## src/rtl/riscv_pkg.sv

```systemverilog
// RV32I decode constants, ALU encodings, instruction field positions and immediate helpers.
// Latency: none (package only).
// Backpressure: not applicable.
package riscv_pkg;

  // Major opcodes
  localparam logic [6:0] OPC_LOAD   = 7'b0000011;
  localparam logic [6:0] OPC_OP_IMM = 7'b0010011;
  localparam logic [6:0] OPC_AUIPC  = 7'b0010111;
  localparam logic [6:0] OPC_STORE  = 7'b0100011;
  localparam logic [6:0] OPC_OP     = 7'b0110011;
  localparam logic [6:0] OPC_LUI    = 7'b0110111;
  localparam logic [6:0] OPC_BRANCH = 7'b1100011;
  localparam logic [6:0] OPC_JALR   = 7'b1100111;
  localparam logic [6:0] OPC_JAL    = 7'b1101111;

  // funct3 for OP / OP-IMM
  localparam logic [2:0] F3_ADD_SUB = 3'b000;
  localparam logic [2:0] F3_SLL     = 3'b001;
  localparam logic [2:0] F3_SLT     = 3'b010;
  localparam logic [2:0] F3_SLTU    = 3'b011;
  localparam logic [2:0] F3_XOR     = 3'b100;
  localparam logic [2:0] F3_SR      = 3'b101;
  localparam logic [2:0] F3_OR      = 3'b110;
  localparam logic [2:0] F3_AND     = 3'b111;

  // funct7 values legal in RV32I
  localparam logic [6:0] F7_BASE = 7'b0000000;
  localparam logic [6:0] F7_ALT  = 7'b0100000;

  // ALU operation encodings
  localparam logic [3:0] ALU_ADD  = 4'd0;
  localparam logic [3:0] ALU_SUB  = 4'd1;
  localparam logic [3:0] ALU_SLL  = 4'd2;
  localparam logic [3:0] ALU_SLT  = 4'd3;
  localparam logic [3:0] ALU_SLTU = 4'd4;
  localparam logic [3:0] ALU_XOR  = 4'd5;
  localparam logic [3:0] ALU_SRL  = 4'd6;
  localparam logic [3:0] ALU_SRA  = 4'd7;
  localparam logic [3:0] ALU_OR   = 4'd8;
  localparam logic [3:0] ALU_AND  = 4'd9;

  // Instruction field LSB positions
  localparam int OPC_LSB = 0;
  localparam int RD_LSB  = 7;
  localparam int F3_LSB  = 12;
  localparam int RS1_LSB = 15;
  localparam int RS2_LSB = 20;
  localparam int F7_LSB  = 25;

  typedef enum logic [2:0] {IMM_NONE, IMM_I, IMM_S, IMM_B, IMM_U, IMM_J} imm_fmt_e;
  typedef enum logic [1:0] {SRC1_RS1, SRC1_PC, SRC1_ZERO} src1_sel_e;

  // Assemble the 32-bit sign-extended immediate for a given format
  function automatic logic [31:0] build_imm(input logic [31:0] inst, input imm_fmt_e fmt);
    logic [31:0] imm;
    imm = '0;
    case (fmt)
      IMM_I:   imm = {{20{inst[31]}}, inst[31:20]};
      IMM_S:   imm = {{20{inst[31]}}, inst[31:25], inst[11:7]};
      IMM_B:   imm = {{19{inst[31]}}, inst[31], inst[7], inst[30:25], inst[11:8], 1'b0};
      IMM_U:   imm = {inst[31:12], 12'b0};
      IMM_J:   imm = {{11{inst[31]}}, inst[31], inst[19:12], inst[20], inst[30:21], 1'b0};
      default: imm = '0;
    endcase
    return imm;
  endfunction

  // Map funct3 (+ alternate bit) to an ALU operation
  function automatic logic [3:0] alu_from_f3(input logic [2:0] f3, input logic alt);
    logic [3:0] op;
    op = ALU_ADD;
    case (f3)
      F3_ADD_SUB: op = alt ? ALU_SUB : ALU_ADD;
      F3_SLL:     op = ALU_SLL;
      F3_SLT:     op = ALU_SLT;
      F3_SLTU:    op = ALU_SLTU;
      F3_XOR:     op = ALU_XOR;
      F3_SR:      op = alt ? ALU_SRA : ALU_SRL;
      F3_OR:      op = ALU_OR;
      default:    op = ALU_AND;
    endcase
    return op;
  endfunction

endpackage

```

## src/rtl/id_decoder.sv

```systemverilog
// Purely combinational RV32I decoder: immediate, ALU op, class flags, source usage, illegal.
// Latency: zero (combinational).
// Backpressure: none; the enclosing stage decides when results are captured.
module id_decoder
  import riscv_pkg::*;
#(
  parameter int XLEN     = 32,
  parameter int ALU_OP_W = 4
) (
  input  logic [31:0]         inst,
  output logic [XLEN-1:0]     imm,
  output logic [ALU_OP_W-1:0] alu_op,
  output logic                rd_we,
  output logic                is_load,
  output logic                is_store,
  output logic                is_branch,
  output logic                is_jump,
  output logic                uses_rs1,
  output logic                uses_rs2,
  output src1_sel_e           src1_sel,
  output logic                src2_imm,
  output logic                illegal
);

  logic [6:0] opcode;
  logic [2:0] f3;
  logic [6:0] f7;
  logic [4:0] rd;
  imm_fmt_e   fmt;
  logic [3:0] alu;
  logic       wr;

  assign opcode = inst[OPC_LSB +: 7];
  assign f3     = inst[F3_LSB +: 3];
  assign f7     = inst[F7_LSB +: 7];
  assign rd     = inst[RD_LSB +: 5];
  assign imm    = XLEN'($signed(build_imm(inst, fmt)));
  assign alu_op = ALU_OP_W'(alu);
  assign rd_we  = wr && (rd != 5'd0);

  // Opcode-driven decode; illegal encodings suppress every side-effect flag
  always_comb begin
    fmt       = IMM_NONE;
    alu       = ALU_ADD;
    wr        = 1'b0;
    is_load   = 1'b0;
    is_store  = 1'b0;
    is_branch = 1'b0;
    is_jump   = 1'b0;
    uses_rs1  = 1'b0;
    uses_rs2  = 1'b0;
    src1_sel  = SRC1_RS1;
    src2_imm  = 1'b1;
    illegal   = 1'b0;
    case (opcode)
      OPC_OP: begin
        uses_rs1 = 1'b1;
        uses_rs2 = 1'b1;
        wr       = 1'b1;
        src2_imm = 1'b0;
        alu      = alu_from_f3(f3, f7[5]);
        illegal  = !((f7 == F7_BASE) ||
                     ((f7 == F7_ALT) && ((f3 == F3_ADD_SUB) || (f3 == F3_SR))));
      end
      OPC_OP_IMM: begin
        fmt      = IMM_I;
        uses_rs1 = 1'b1;
        wr       = 1'b1;
        // Only shift-right distinguishes variants; ADDI must never turn into SUB
        alu      = alu_from_f3(f3, (f3 == F3_SR) && f7[5]);
        if (f3 == F3_SLL) illegal = (f7 != F7_BASE);
        if (f3 == F3_SR)  illegal = !((f7 == F7_BASE) || (f7 == F7_ALT));
      end
      OPC_LOAD: begin
        fmt      = IMM_I;
        uses_rs1 = 1'b1;
        wr       = 1'b1;
        is_load  = 1'b1;
      end
      OPC_STORE: begin
        fmt      = IMM_S;
        uses_rs1 = 1'b1;
        uses_rs2 = 1'b1;
        is_store = 1'b1;
      end
      OPC_BRANCH: begin
        fmt       = IMM_B;
        uses_rs1  = 1'b1;
        uses_rs2  = 1'b1;
        is_branch = 1'b1;
        src2_imm  = 1'b0;
        alu       = ALU_SUB;
      end
      OPC_LUI: begin
        fmt      = IMM_U;
        wr       = 1'b1;
        src1_sel = SRC1_ZERO;
      end
      OPC_AUIPC: begin
        fmt      = IMM_U;
        wr       = 1'b1;
        src1_sel = SRC1_PC;
      end
      OPC_JAL: begin
        fmt      = IMM_J;
        wr       = 1'b1;
        is_jump  = 1'b1;
        src1_sel = SRC1_PC;
      end
      OPC_JALR: begin
        fmt      = IMM_I;
        uses_rs1 = 1'b1;
        wr       = 1'b1;
        is_jump  = 1'b1;
      end
      default: illegal = 1'b1;
    endcase
    if (illegal) begin
      wr        = 1'b0;
      is_load   = 1'b0;
      is_store  = 1'b0;
      is_branch = 1'b0;
      is_jump   = 1'b0;
    end
  end

endmodule

```

## src/rtl/pipeline_id_stage.sv

```systemverilog
// RV32I ID stage: decode, regfile read with write-back bypass, load-use stall, ID/EX register.
// Latency: one cycle from IF acceptance to ex_* valid.
// Backpressure: ex_* hold while ex_valid && !ex_ready; if_ready drops on stall, hazard or flush.
module pipeline_id_stage
  import riscv_pkg::*;
#(
  parameter int XLEN     = 32,
  parameter int REG_AW   = 5,
  parameter int ALU_OP_W = 4
) (
  input  logic                clk,
  input  logic                rst,
  input  logic                if_valid,
  output logic                if_ready,
  input  logic [31:0]         if_inst,
  input  logic [XLEN-1:0]     if_pc,
  input  logic                flush,
  output logic [REG_AW-1:0]   rf_raddr1,
  output logic [REG_AW-1:0]   rf_raddr2,
  input  logic [XLEN-1:0]     rf_rdata1,
  input  logic [XLEN-1:0]     rf_rdata2,
  input  logic                wb_we,
  input  logic [REG_AW-1:0]   wb_rd,
  input  logic [XLEN-1:0]     wb_data,
  output logic                ex_valid,
  input  logic                ex_ready,
  output logic [XLEN-1:0]     ex_pc,
  output logic [XLEN-1:0]     ex_src1,
  output logic [XLEN-1:0]     ex_src2,
  output logic [XLEN-1:0]     ex_store_data,
  output logic [XLEN-1:0]     ex_imm,
  output logic [ALU_OP_W-1:0] ex_alu_op,
  output logic [REG_AW-1:0]   ex_rd,
  output logic                ex_rd_we,
  output logic                ex_is_load,
  output logic                ex_is_store,
  output logic                ex_is_branch,
  output logic                ex_is_jump,
  output logic [2:0]          ex_funct3,
  output logic                ex_illegal
);

  logic [REG_AW-1:0]   rs1, rs2, rd;
  logic [XLEN-1:0]     imm, rs1_val, rs2_val, src1, src2;
  logic [ALU_OP_W-1:0] alu_op;
  logic                rd_we, is_load, is_store, is_branch, is_jump;
  logic                uses_rs1, uses_rs2, src2_imm, illegal;
  src1_sel_e           src1_sel;
  logic                advance, hazard, accept;

  assign rs1       = REG_AW'(if_inst[RS1_LSB +: 5]);
  assign rs2       = REG_AW'(if_inst[RS2_LSB +: 5]);
  assign rd        = REG_AW'(if_inst[RD_LSB +: 5]);
  assign rf_raddr1 = rs1;
  assign rf_raddr2 = rs2;

  id_decoder #(.XLEN(XLEN), .ALU_OP_W(ALU_OP_W)) u_dec (
    .inst      (if_inst),
    .imm       (imm),
    .alu_op    (alu_op),
    .rd_we     (rd_we),
    .is_load   (is_load),
    .is_store  (is_store),
    .is_branch (is_branch),
    .is_jump   (is_jump),
    .uses_rs1  (uses_rs1),
    .uses_rs2  (uses_rs2),
    .src1_sel  (src1_sel),
    .src2_imm  (src2_imm),
    .illegal   (illegal)
  );

  // A load still in ID/EX cannot feed the instruction behind it; stall one slot
  assign hazard   = ex_valid && ex_is_load && (ex_rd != '0) &&
                    ((uses_rs1 && (rs1 == ex_rd)) || (uses_rs2 && (rs2 == ex_rd)));
  assign advance  = !ex_valid || ex_ready;
  assign if_ready = advance && !hazard && !flush;
  assign accept   = if_valid && if_ready;

  // Operand read: x0 is hard zero, otherwise a same-cycle write-back wins over the regfile
  always_comb begin
    rs1_val = rf_rdata1;
    rs2_val = rf_rdata2;
    if (rs1 == '0)                         rs1_val = '0;
    else if (wb_we && (wb_rd == rs1))      rs1_val = wb_data;
    if (rs2 == '0)                         rs2_val = '0;
    else if (wb_we && (wb_rd == rs2))      rs2_val = wb_data;
  end

  // Operand A/B muxing by instruction class
  always_comb begin
    case (src1_sel)
      SRC1_PC:   src1 = if_pc;
      SRC1_ZERO: src1 = '0;
      default:   src1 = rs1_val;
    endcase
    src2 = src2_imm ? imm : rs2_val;
  end

  // ID/EX register: flush squashes, bubbles only clear valid so payload never goes X
  always_ff @(posedge clk or posedge rst) begin
    if (rst) begin
      ex_valid      <= 1'b0;
      ex_pc         <= '0;
      ex_src1       <= '0;
      ex_src2       <= '0;
      ex_store_data <= '0;
      ex_imm        <= '0;
      ex_alu_op     <= '0;
      ex_rd         <= '0;
      ex_rd_we      <= 1'b0;
      ex_is_load    <= 1'b0;
      ex_is_store   <= 1'b0;
      ex_is_branch  <= 1'b0;
      ex_is_jump    <= 1'b0;
      ex_funct3     <= '0;
      ex_illegal    <= 1'b0;
    end else if (flush) begin
      ex_valid <= 1'b0;
    end else if (advance) begin
      ex_valid <= accept;
      if (accept) begin
        ex_pc         <= if_pc;
        ex_src1       <= src1;
        ex_src2       <= src2;
        ex_store_data <= rs2_val;
        ex_imm        <= imm;
        ex_alu_op     <= alu_op;
        ex_rd         <= rd;
        ex_rd_we      <= rd_we;
        ex_is_load    <= is_load;
        ex_is_store   <= is_store;
        ex_is_branch  <= is_branch;
        ex_is_jump    <= is_jump;
        ex_funct3     <= if_inst[F3_LSB +: 3];
        ex_illegal    <= illegal;
      end
    end
  end

endmodule

```

## config.mk

```make
export PLATFORM = sky130hd
export DESIGN_NAME = pipeline_id_stage
export DESIGN_NICKNAME = d
export VERILOG_FILES = /design/src/rtl/riscv_pkg.sv /design/src/rtl/id_decoder.sv /design/src/rtl/pipeline_id_stage.sv
export SDC_FILE = /design/constraint.sdc
export NUM_CORES = 1
export LEC_CHECK = 0
export ABC_AREA = 1
export BUFFER_PORTS_ARGS = -buffer_cell sky130_fd_sc_hd__buf_2
export CORE_MARGIN = 8
export CORE_UTILIZATION = 50
export CTS_CLUSTER_SIZE = 14
export DETAILED_ROUTE_END_ITERATION = 10
export HOLD_SLACK_MARGIN = 0.03
export PLACE_DENSITY = 0.81
export SYNTH_ARGS = -nofsm -noshare
export SYNTH_HDL_FRONTEND = slang
export SYNTH_SLANG_ARGS = --single-unit
```

## constraint.sdc

```tcl
create_clock -name clk -period 6.8 [get_ports clk]
set_input_delay 0.34 -clock clk [delete_from_list [all_inputs] [get_ports clk]]
set_output_delay 0.34 -clock clk [all_outputs]
set_load 0.02 [all_outputs]
```

==> results of run 1 <==
==> power groups by stage <==
stage	Clock (W)	Combinational [W]	Sequential [W]
floorplan	0	0.000252	0.00140
global placement	0	0.000650	0.00127
detailed placement	0	0.000661	0.00127
CTS	0.00109	0.000664	0.00125
global route	0.00113	0.000722	0.00126
finish	0.00108	0.000661	0.00125
==> final cells by class <==
class,count,area (um2),area share (%)
repair buffers,371,1884,15.47
diodes,4,10.01,0.08220
multi-input cells,1038,4392,36.07
clock buffers,19,432.9,3.555
well taps,265,331.6,2.723
clock inverters,13,195.2,1.603
inverters,119,451.7,3.709
flip-flops and latches,179,4479,36.79
==> cell families after synthesis <==
| group | Yosys count | synth area share [%] |
|---|---|---|
| xor gates and xnor gates | 4 | 0.3586 |
| adders and majority gates | 1 | 0.1280 |
| buffers and inverters | 211 | 9.579 |
| and+or+nand+nor | 912 | 37.71 |
| DFF | 179 | 45.84 |
| AOI/OAI and AO/OA | 121 | 6.377 |
==> worst max-delay path, stage by stage, from the launching register on <==
cell	delay, ns
dfrtp_1	0.43
inv_1	0.14
nand2_1	0.07
nand2_1	0.07
nor2_1	0.04
nand2_1	0.05
nor2_1	0.04
nand2_1	0.05
nand2_1	0.05
nand2_1	0.12
nand2_1	0.12
nor2_4	0.75
buf_4	0.85
nand2_1	0.13
nand2_1	0.12
==> Yosys cell counts <==
master,n
nor3_1,2
clkbuf_1,40
clkinv_1,1
ha_1,1
nor2_4,1
o21ai_0,80
nor2_2,1
buf_6,6
o22ai_1,5
nand4_1,39
xor2_1,2
xnor2_1,2
inv_2,4
buf_2,25
nand3_1,109
nand3_2,2
nor2_1,39
buf_1,3
o21ai_1,23
o211ai_1,2
a21oi_1,9
a22oi_1,1
nand2_1,718
buf_4,18
o21ai_2,1
nand2_2,1
inv_1,114
dfrtp_1,179
==> per-stage QoR <==
step / util, % / worst slack [ns] / power [W]
final: 62.98 / 3.685 / 0.002991
after global routing: 62.97 / 3.358 / 0.003119
after CTS: 62.93 / 3.734 / 0.003000
after detailed placement: 59.68 / 3.552 / 0.001928
after global placement: 59.68 / 3.630 / 0.001916
after floorplan: - / 1.601 / 0.001652
==> worst min path at each step <==
stage / endpoint / start / cells after the start / slack [ns]
after floorplan: ex_valid / flush / 1 / 0.45
after global placement: ex_src1[19] / ex_src1[19] / 2 / 0.46
after detailed placement: ex_pc[24] / ex_pc[24] / 2 / 0.46
after CTS: ex_pc[17] / if_pc[17] / 3 / 0.11
after global routing: ex_pc[17] / if_pc[17] / 3 / 0.11
final: ex_src1[25] / rst / 2 / 0.09
==> flip-flops by register name, summed over array words and instances, names as in the netlist <==
register       count
ex_rd              5
ex_rd_we           1
ex_funct3          3
ex_illegal         1
ex_is_branch       1
ex_alu_op          4
ex_is_store        1
ex_is_jump         1
ex_store_data     32
ex_src1           32
ex_valid           1
ex_pc             32
ex_is_load         1
ex_imm            32
ex_src2           32
==> metal layers <==
metal	global-route usage [%]	up-vias
met4	15.57	2
met2	47.60	604
met3	6.565	112
li1	-	5042
met1	37.06	4863
met5	0	-
==> impl_results.md, run 1 <==
- Vias in the first global route: 10276
- CTS Buffer Depth: 2
- Placed cell area: approximately 0.012 mm2
- R2R setup slack: approximately 3.7 ns
- # Max-Cap Violations: 0
- Final Non-Filler Cells: approximately 2000
- Top cell type's share of synthesized area: between 40% and 50%
- Port bufs: between 300 and 400
- Unrepaired setup endpoints after global routing: no
- Worst slew pin tran: between 1 and 1.5 ns
- Congestion Overflow GR: 0
- Net count, final: about 1900
- Dpl hpwl: around 27000 um
- Metal3 WL: 3300 um
- First-pass GRT wire length: 56530 um
- Max-slew headroom: around a fifth
- Initial antenna violation count: 4
- Cell count after synthesis: 1428
- CP required: around 7.2 ns
- Number of CTS-inserted buffers: 17
- Post-synthesis sequential area ratio: 45.84%
- Crit path to: ex_pc[30]
- Max-slew violation count: 0
- Global-route usage over all layers: between 20% and 30%
- Post-Route Skew: a little under 0.01 ns
- Met1 WL: approximately 14000 um
- PwrDens: approximately 250 mW/mm2
- Met2 wire len: ~17000 um
- Clk sinks: between 150 and 200
- P_leak: around 7.5 nW
- Hold WC Path Type: input pin to asynchronous set/reset pin
- Final wirelength: 36730 um
- Reg2Reg Capture Point: ex_pc[30]
- Yosys cell types: 28
- Top layer reached by signal wires: met5
- Hold buffer count at cts: 0
- Detailed Routing Iterations Pass 1: 6
- Via Count: 10623
- Core area: just under 0.02 mm2
- Logic gate share of total power: between 20% and 30%
- Most common cell after layout, fill and taps aside: nand2_1
- Flop pwr share: between 40% and 50%
- Area grow syn2layout: 24.63%
- Cell Area, Synth: about 0.0098 mm2
- Final Hold Fails: 0
- Synth Net Count: 1600
- Tcrit/Tclk final: approximately 46%
- Vias per Instance: around 5.3
- H-tree depth: 4
- R2r worst-path depth: 14
- Crit end category: register
- NetSw: between 0.0009 and 0.001 W
- Fill count: ~1800
- Die Y: around 160 um
- Postcts setup bufs: 0
- Peak VDD IR: ~0.17 mV
- Seq cells post-synth: around 180
- Placer congestion estimate: 0.9394
- TritonCTS clock tree: yes
- Clk_lat worst skew: about 0.44 ns
- Critical path type: register to register
- Per-cell routed wire length: between 15 and 20 um
- Largest net degree at the start of global routing: 110
- Clock share of power: a little over a third
- Mapped Avg Cell Area: 6.842 um2
- Hold_ws: approximately 0.090 ns
- Critical R2R Launch: ex_rd[2]
- Fmax: about 0.32 GHz
- Crit path arrival time: approximately 3.5 ns
- IO Pins: 361
- Die width: approximately 160 um
- Switching Fraction: about 33%
- Leading cell types in the layout, fill and taps excluded: 718 x nand2_1, 360 x buf_2, 179 x dfrtp_1, 113 x inv_1, 108 x nand3_1
- Total die area: 0.02427 mm2
- Post-route ant nets: 0
- Placed cell count: slightly below 2000
- Crit path time final: about 3.1 ns
- Post-route DRC: 0
- # setup viols final: 0
- Clock Pin Slew Worst Setup and Hold Paths: approximately 0.07 ns
- Cell chosen for the clock root: clkbuf_16
- Final instance area: 0.01218 mm2
- Top post-synthesis cells by area: dfrtp_1 46%, nand2_1 28%, nand3_1 5.6%
- Int Pwr: around 0.0020 W
- CP max FO: between 80 and 90
- Setup TNS: 0 ns
- Synth area leader: dfrtp_1
- YS warnings: 0
- Initial Util: between 50 and 60%
- Outcome: finished clean
- CP Launch Type: register
- Gates resized, CTS repair: 0
- Rows: just over 50
- Share of cells above drive strength 1: 23.98%
- Worst setup path startpoint: ex_rd[2]
- Drt initial violations: slightly below 900
No activity file was read; power rests on OpenSTA's default activity.
==> run 2: changes to the inputs <==
--- a/config.mk
+++ b/config.mk
@@ -5,14 +5,14 @@
 export SDC_FILE = /design/constraint.sdc
 export NUM_CORES = 1
 export LEC_CHECK = 0
-export ABC_AREA = 1
+export ABC_AREA = 0
 export BUFFER_PORTS_ARGS = -buffer_cell sky130_fd_sc_hd__buf_2
 export CORE_MARGIN = 8
-export CORE_UTILIZATION = 50
+export CORE_UTILIZATION = 45
 export CTS_CLUSTER_SIZE = 14
 export DETAILED_ROUTE_END_ITERATION = 10
 export HOLD_SLACK_MARGIN = 0.03
-export PLACE_DENSITY = 0.81
+export PLACE_DENSITY = 0.77
 export SYNTH_ARGS = -nofsm -noshare
 export SYNTH_HDL_FRONTEND = slang
 export SYNTH_SLANG_ARGS = --single-unit
==> constraint.sdc (replaced) <==
create_clock -name clk -period 2.75 [get_ports clk]
set_input_delay 0.1375 -clock clk [delete_from_list [all_inputs] [get_ports clk]]
set_output_delay 0.1375 -clock clk [all_outputs]
set_load 0.02 [all_outputs]
==> impl_results.md, run 2 <==
- Outcome: finished clean
- Post-route DRC: 0 (unchanged)
- Max-slew headroom: 36.29% (+16 points)
- Initial Util: 46.00% (-4.5 points)
- CTS Buffer Depth: 2 (unchanged)
- Clk sinks: 179 (unchanged)
- Most common cell after layout, fill and taps aside: buf_2
- Ant. Diodes: 0 (-4)
- Cell count after synthesis: 815 (-43%)
- Largest net degree at the start of global routing: 68 (-38%)
- Net count, final: 1372 (-28%)
- Peak VDD IR: 0.4190 mV (+140%)
- Placed cell area: 0.01149 mm2 (-0.40%)
- Max-slew violation count: 0 (unchanged)
- Post-synthesis sequential area ratio: 47.97% (+2.1 points)
- Detailed Routing Iterations Pass 1: 5 (-1)
- Synth area leader: dfrtp_1
- Number of synthesized flops with an enable pin: 0 (unchanged)
- TritonCTS clock tree: yes
- Yosys cell types: 49 (+75%)
- Die Y: 160.1 um (+2.7%)
- Fmax: 0.3894 GHz
- Number of CTS-inserted buffers: 17 (unchanged)
- Worst slew pin tran: 0.9536 ns (-0.2362 ns)
- Critical R2R Launch: ex_rd[4]
- Rows: 52 (+2.0%)
- Most common library cells after synthesis: 179 x dfrtp_1, 123 x o21ai_0, 73 x mux2_4
- YS warnings: 0 (unchanged)
- CP Launch Type: register
- Most numerous cell in the Yosys netlist: dfrtp_1
- Post-route ant nets: 0 (unchanged)
- Mapped Avg Cell Area: 11.46 um2 (+67%)
- Sequential Area: 0.004479 mm2 (unchanged)
- Slowest-stage cell, CP: dfrtp_1
- Crit end category: primary output
- Clock Pin Slew Worst Setup and Hold Paths: 0.07 ns (about the same)
- Area grow syn2layout: 34.32%
- Worst hold stages: 3
- Clock share of power: 32.9% (-3.2 points)
- Flop pwr share: 42.0% (about the same)
- Clk_lat worst skew: 0.43 ns (about the same)
- Vias per Instance: 5.707 (+7.9%)
- Share of cells above drive strength 1: 46.25% (+22 points)
- Seq cells post-synth: 179 (unchanged)
- Vias in the first global route: 9121 (-11%)
- H-tree depth: 4 (unchanged)
- Max incr delay on CP: 0.45 ns (-0.40 ns)
- Synth Net Count: 987 (-38%)
- Top cell type's share of synthesized area: 47.97% (+2.1 points)
- Top FF cell, synth: dfrtp_1
- # setup viols final: 0 (unchanged)
- Final Hold Fails: 0 (unchanged)
- Via Count: 8463 (-20%)
- Final wirelength: 35830 um (-2.4%)
- IO Pins: 361 (unchanged)
- Hold WC Path Type: input pin to register
- Placer congestion estimate: 0.9242 (-1.6%)
- Dpl hpwl: 26380 um (-3.3%)
- CP max FO: 30 (-64%)
- Reg2Reg Capture Point: ex_valid
- R2r worst-path depth: 8 (-6)
- Setup TNS: 0 ns (unchanged)
- Global-route usage over all layers: 27.41% (-2.3 points)
- Tcrit/Tclk final: 93.38%
- Cell chosen for the clock root: clkbuf_16
- Post-Route Skew: 0.005936 ns (-0.003691 ns)
- NetSw: 0.002454 W (+150%)
- Final instance area: 0.01254 mm2 (+3.0%)
- Int Pwr: 0.005045 W (+150%)
- P_leak: 5.977 nW (-21%)
- Crit path arrival time: 2.43 ns (-1.05 ns)
- Crit path time final: ~2.6 ns
- PwrDens: 597.9 mW/mm2 (+140%)
- Switching Fraction: 32.72% (-0.25 points)
- First-pass GRT wire length: 55010 um (-2.7%)
- Drt initial violations: 550 (-38%)
- Critical path type: register to primary output
- Fill count: 1637 (-8.3%)
- Core area: 0.02030 mm2 (+5.0%)
- Leading cell types in the layout, fill and taps excluded: 360 x buf_2, 179 x dfrtp_1, 122 x o21ai_0, 73 x mux2_4, 71 x nand2_1
- Per-cell routed wire length: 24.16 um (+32%)
- Hold Path Origin: if_inst[28]
- Die width: 160.1 um (+2.7%)
- Cell Area, Synth: 0.009338 mm2 (-4.4%)
- Initial antenna violation count: 0 (-4)
- Total die area: 0.02562 mm2 (+5.5%)
- Area of the multi-input gates: 0.004463 mm2 (+1.6%)
- # Max-Cap Violations: 0 (unchanged)
- Crit-path cells: xor2_1 -> nor4_1 -> nand4_1 -> a21oi_4 -> buf_4 -> nor3_1 -> buf_2
- Unrepaired setup endpoints after global routing: no
- Top post-synthesis cells by area: dfrtp_1 48%, mux2_4 12%, mux2i_1 7.1%
- Synth async-reset ratio: 100.0% (unchanged)
- CP required: 2.61 ns (-4.56 ns)
- Worst Hold End: ex_imm[8]
- Logic gate share of total power: 25.1% (+3.0 points)
- Congestion Overflow GR: 0 (unchanged)
- R2R setup slack: 0.22 ns (-3.46 ns)
- Port bufs: 360 (unchanged)
==> run 2: timing repair <==
action,CTS,global route
hold buffers,45,0
gates resized for setup,0,0
buffers inserted,0,2
endpoints found under the setup margin,0,1
hold endpoints to repair,72,0
==> run 2: kinds of logic (layout without fill, tap and decap cells) <==
logic type / Yosys count / after routing / synth area share [%]
adders and majority gates: 1 / 1 / 0.1340
xor gates and xnor gates: 22 / 22 / 2.063
DFF: 179 / 179 / 47.97
muxes: 182 / 182 / 24.00
and+or+nand+nor: 125 / 125 / 6.458
buffers and inverters: 80 / 478 / 4.797
AOI/OAI and AO/OA: 226 / 226 / 14.58
==> run 2: critical path: cells and delay by family (launching register included) <==
kind,cells,cell delay [ns]
buffers and inverters,2,0.52
flip-flops,1,0.45
AND/OR/NAND/NOR,3,0.55
AO/OA/AOI/OAI,1,0.29
XOR/XNOR,1,0.18
==> run 2: through the flow <==
| step | instances | setup WS, ns | total power [W] | hold WS [ns] | util, % |
|---|---|---|---|---|---|
| finish | 1483 | 0.1820 | 0.007499 | 0.04226 | 61.79 |
| CTS | 1481 | 0.1331 | 0.007533 | 0.03130 | 61.71 |
| floorplan | 815 | 0.3179 | 0.004245 | 0.2448 | - |
| detailed placement | 1404 | 0.3367 | 0.005016 | 0.3649 | 56.61 |
| global route | 1483 | 0.04506 | 0.007805 | 0.03090 | 61.79 |
| global placement | 1404 | 0.3772 | 0.004969 | 0.3596 | 56.61 |
==> run 2: metal layers <==
metal	part of all wire, %	vias to the layer above	global-route usage, %	wire length, um
met4	3.6	0	11.85	1299
met1	39	4195	31.73	13810
li1	-	3724	-	-
met5	0	-	0	0
met2	49	475	46.21	17510
met3	8.9	69	8.380	3205
==> run 2: power groups by stage <==
stage | clock network [W] | registers, W | logic, W
floorplan | 0 | 0.00357 | 0.000677
global placement | 0 | 0.00317 | 0.00180
detailed placement | 0 | 0.00319 | 0.00183
CTS | 0.00251 | 0.00314 | 0.00188
global route | 0.00262 | 0.00318 | 0.00200
finish | 0.00247 | 0.00315 | 0.00188
==> run 2: how the worst max path moves through the flow <==
stage	depth (start not counted)	slack [ns]	start	to
2_1_floorplan	1	0.32	rst	ex_alu_op[0]
3_3_place_gp	11	0.38	if_inst[3]	ex_src1[11]
3_5_place_dp	7	0.34	if_inst[17]	ex_src1[2]
4_1_cts	8	0.13	ex_rd[2]	ex_valid
5_1_grt	7	0.05	ex_rd[2]	if_ready
6_report	7	0.18	ex_rd[4]	if_ready
==> run 2: final cells by class <==
class | count | area share (%)
clock inverters | 13 | 1.127
flip-flops and latches | 179 | 35.71
well taps | 270 | 2.694
multi-input cells | 556 | 35.58
inverters | 3 | 0.1197
repair buffers | 443 | 21.23
clock buffers | 19 | 3.532
==> run 3: changes to the inputs <==
--- a/config.mk
+++ b/config.mk
@@ -7,7 +7,6 @@
 export LEC_CHECK = 0
 export ABC_AREA = 0
 export BUFFER_PORTS_ARGS = -buffer_cell sky130_fd_sc_hd__buf_2
-export CORE_MARGIN = 8
 export CORE_UTILIZATION = 45
 export CTS_CLUSTER_SIZE = 14
 export DETAILED_ROUTE_END_ITERATION = 10
==> impl_results.md, run 3 (synthesis results as in run 2) <==
- Die width: 146.1 um (-8.7%)
- Post-Route Skew: 0.01044 ns (+0.004500 ns)
- CP max FO: 44 (+47%)
- CP required: 2.61 ns (about the same)
- NetSw: 0.002380 W (-3.0%)
- Crit path arrival time: 2.45 ns (+0.02 ns)
- Congestion Overflow GR: 0 (unchanged)
- Detailed Routing Iterations Pass 1: 5 (unchanged)
- R2r worst-path depth: 7 (-1)
- Die Y: 146.1 um (-8.7%)
- Fmax: 0.3872 GHz (-0.57%)
- Leading cell types in the layout, fill and taps excluded: 360 x buf_2, 179 x dfrtp_1, 122 x o21ai_0, 73 x mux2_4, 71 x nand2_1
- Hold WC Path Type: input pin to register
- # setup viols final: 0 (unchanged)
- Net count, final: 1363 (-0.66%)
- Largest net degree at the start of global routing: 145 (+110%)
- Setup TNS: 0 ns (unchanged)
- Per-cell routed wire length: 22.28 um (-7.8%)
- Via Count: 8410 (-0.63%)
- Drt initial violations: 502 (-8.7%)
- TritonCTS clock tree: yes
- Clk_lat worst skew: 0.43 ns (about the same)
- Clk sinks: 179 (unchanged)
- Most common cell after layout, fill and taps aside: buf_2
- Flop pwr share: 42.1% (about the same)
- Placer congestion estimate: 0.9301 (+0.64%)
- Switching Fraction: 31.80% (-0.92 points)
- Share of cells above drive strength 1: 45.72% (-0.53 points)
- PwrDens: 598.9 mW/mm2 (+0.16%)
- Max-slew violation count: 0 (unchanged)
- Initial antenna violation count: 1 (+1)
- Vias in the first global route: 8446 (-7.4%)
- Tcrit/Tclk final: 93.92% (+0.54 points)
- Unrepaired setup endpoints after global routing: no
- Critical path type: register to primary output
- Global-route usage over all layers: 30.56% (+3.2 points)
- Logic gate share of total power: 24.6% (-0.5 points)
- Final wirelength: 32840 um (-8.4%)
- Post-route ant nets: 0 (unchanged)
- Worst hold stages: 2 (-1)
- IO Pins: 361 (unchanged)
- Area grow syn2layout: 33.85%
- CTS Buffer Depth: 2 (unchanged)
- Clock Pin Slew Worst Setup and Hold Paths: 0.07 ns (about the same)
- Outcome: finished clean
- Crit path time final: 2.583 ns (+0.01482 ns)
- Crit end category: primary output
- Postcts setup bufs: 0 (unchanged)
- Core area: 0.02030 mm2 (unchanged)
- # Max-Cap Violations: 0 (unchanged)
- Rows: 52 (unchanged)
- CP Launch Type: register
- Vias per Instance: 5.706 (about the same)
- Cell chosen for the clock root: clkbuf_16
- Post-route DRC: 0 (unchanged)
- Peak VDD IR: 0.3934 mV (-6.1%)
- Final Hold Fails: 0 (unchanged)
- Int Pwr: 0.005105 W (+1.2%)
- Max-slew headroom: 45.41% (+9.1 points)
- First-pass GRT wire length: 49310 um (-10%)
- Total die area: 0.02133 mm2 (-17%)
- H-tree depth: 4 (unchanged)
- Port bufs: 360 (unchanged)
- Worst slew pin tran: 0.8188 ns (-0.1348 ns)
- Clock share of power: 33.3% (+0.4 points)
- Number of CTS-inserted buffers: 17 (unchanged)
- Final Non-Filler Cells: 1474 (-0.61%)
- Initial Util: 46.00% (unchanged)
- Placed cell count: 1396 (-0.57%)
- Dpl hpwl: 23120 um (-12%)
- P_leak: 5.933 nW (-0.75%)
[run 3: cell types whose count changed in the layout (fill, tap and decap cells not counted)]
| cell | before | now |
|---|---|---|
| buf_6 | 0 | 1 |
| diode_2 | 0 | 1 |
| dlygate4sd3_1 | 45 | 46 |
| inv_6 | 4 | 5 |
| clkinv_4 | 1 | 2 |
| buf_12 | 10 | 11 |
| inv_8 | 4 | 0 |
| bufinv_16 | 1 | 2 |
| buf_4 | 28 | 16 |
[run 3: routing by layer]
metal / vias up / track usage [%] / part of all wire [%]
met5: - / 0 / 0
met4: 0 / 13.28 / 3.5
met3: 64 / 5.563 / 6.8
met2: 443 / 53.40 / 51
met1: 4186 / 36.91 / 39
li1: 3717 / - / -
[run 3: path summary, 6_finish.rpt]
check                              end        start  slack, ns
setup reg to reg              ex_valid     ex_rd[2]       0.22
hold / removal              ex_is_load   if_inst[4]       0.08
setup / recovery              if_ready     ex_rd[2]       0.17
hold reg to reg            ex_src1[28]  ex_src1[28]       0.50
max in group asynchronous   ex_imm[19]          rst       1.62
min in group asynchronous     ex_pc[2]          rst       0.44
[run 3: critical path, stage by stage, from the launching register on]
cell and delay (ns):
dfrtp_1 0.46, xor2_1 0.19, nor4_1 0.34, nand4_1 0.19
a21oi_4 0.22, buf_6 0.34, nor3_1 0.09, buf_2 0.17
[run 3: repair_timing]
item                       CTS  global route
setup endpoints to repair    0             1
hold buffers                46             0
resized for setup            0             1
hold endpoints to repair   155             0
[run 3: through the flow]
step	total power [W]	setup WS, ns	util (%)	hold slack, ns	instance area [um2]
global route	0.007765	0.07445	61.57	0.06884	12500
finish	0.007485	0.1671	61.57	0.07963	12500
global placement	0.004931	0.3646	56.38	0.3184	11440
detailed placement	0.004975	0.3233	56.38	0.3184	11440
CTS	0.007499	0.08750	61.54	0.05560	12490
floorplan	0.004245	0.3179	-	0.2448	9341
[run 3: final cells by class]
type	count	area [um2]
antenna	1	2.502
clock buffer	19	442.9
clock inverter	12	143.9
fill	1630	7801
inverter	3	15.01
multi-input combinational	556	4463
sequential	179	4479
tap	270	337.8
timing repair buffer	434	2614
[run 3: power by group through the flow]
stage / Clock [W] / Sequential, W / Combinational, W
detailed placement: 0 / 0.00319 / 0.00179
finish: 0.00249 / 0.00315 / 0.00184
global placement: 0 / 0.00317 / 0.00176
global route: 0.00264 / 0.00318 / 0.00195
floorplan: 0 / 0.00357 / 0.000677
CTS: 0.00251 / 0.00314 / 0.00184
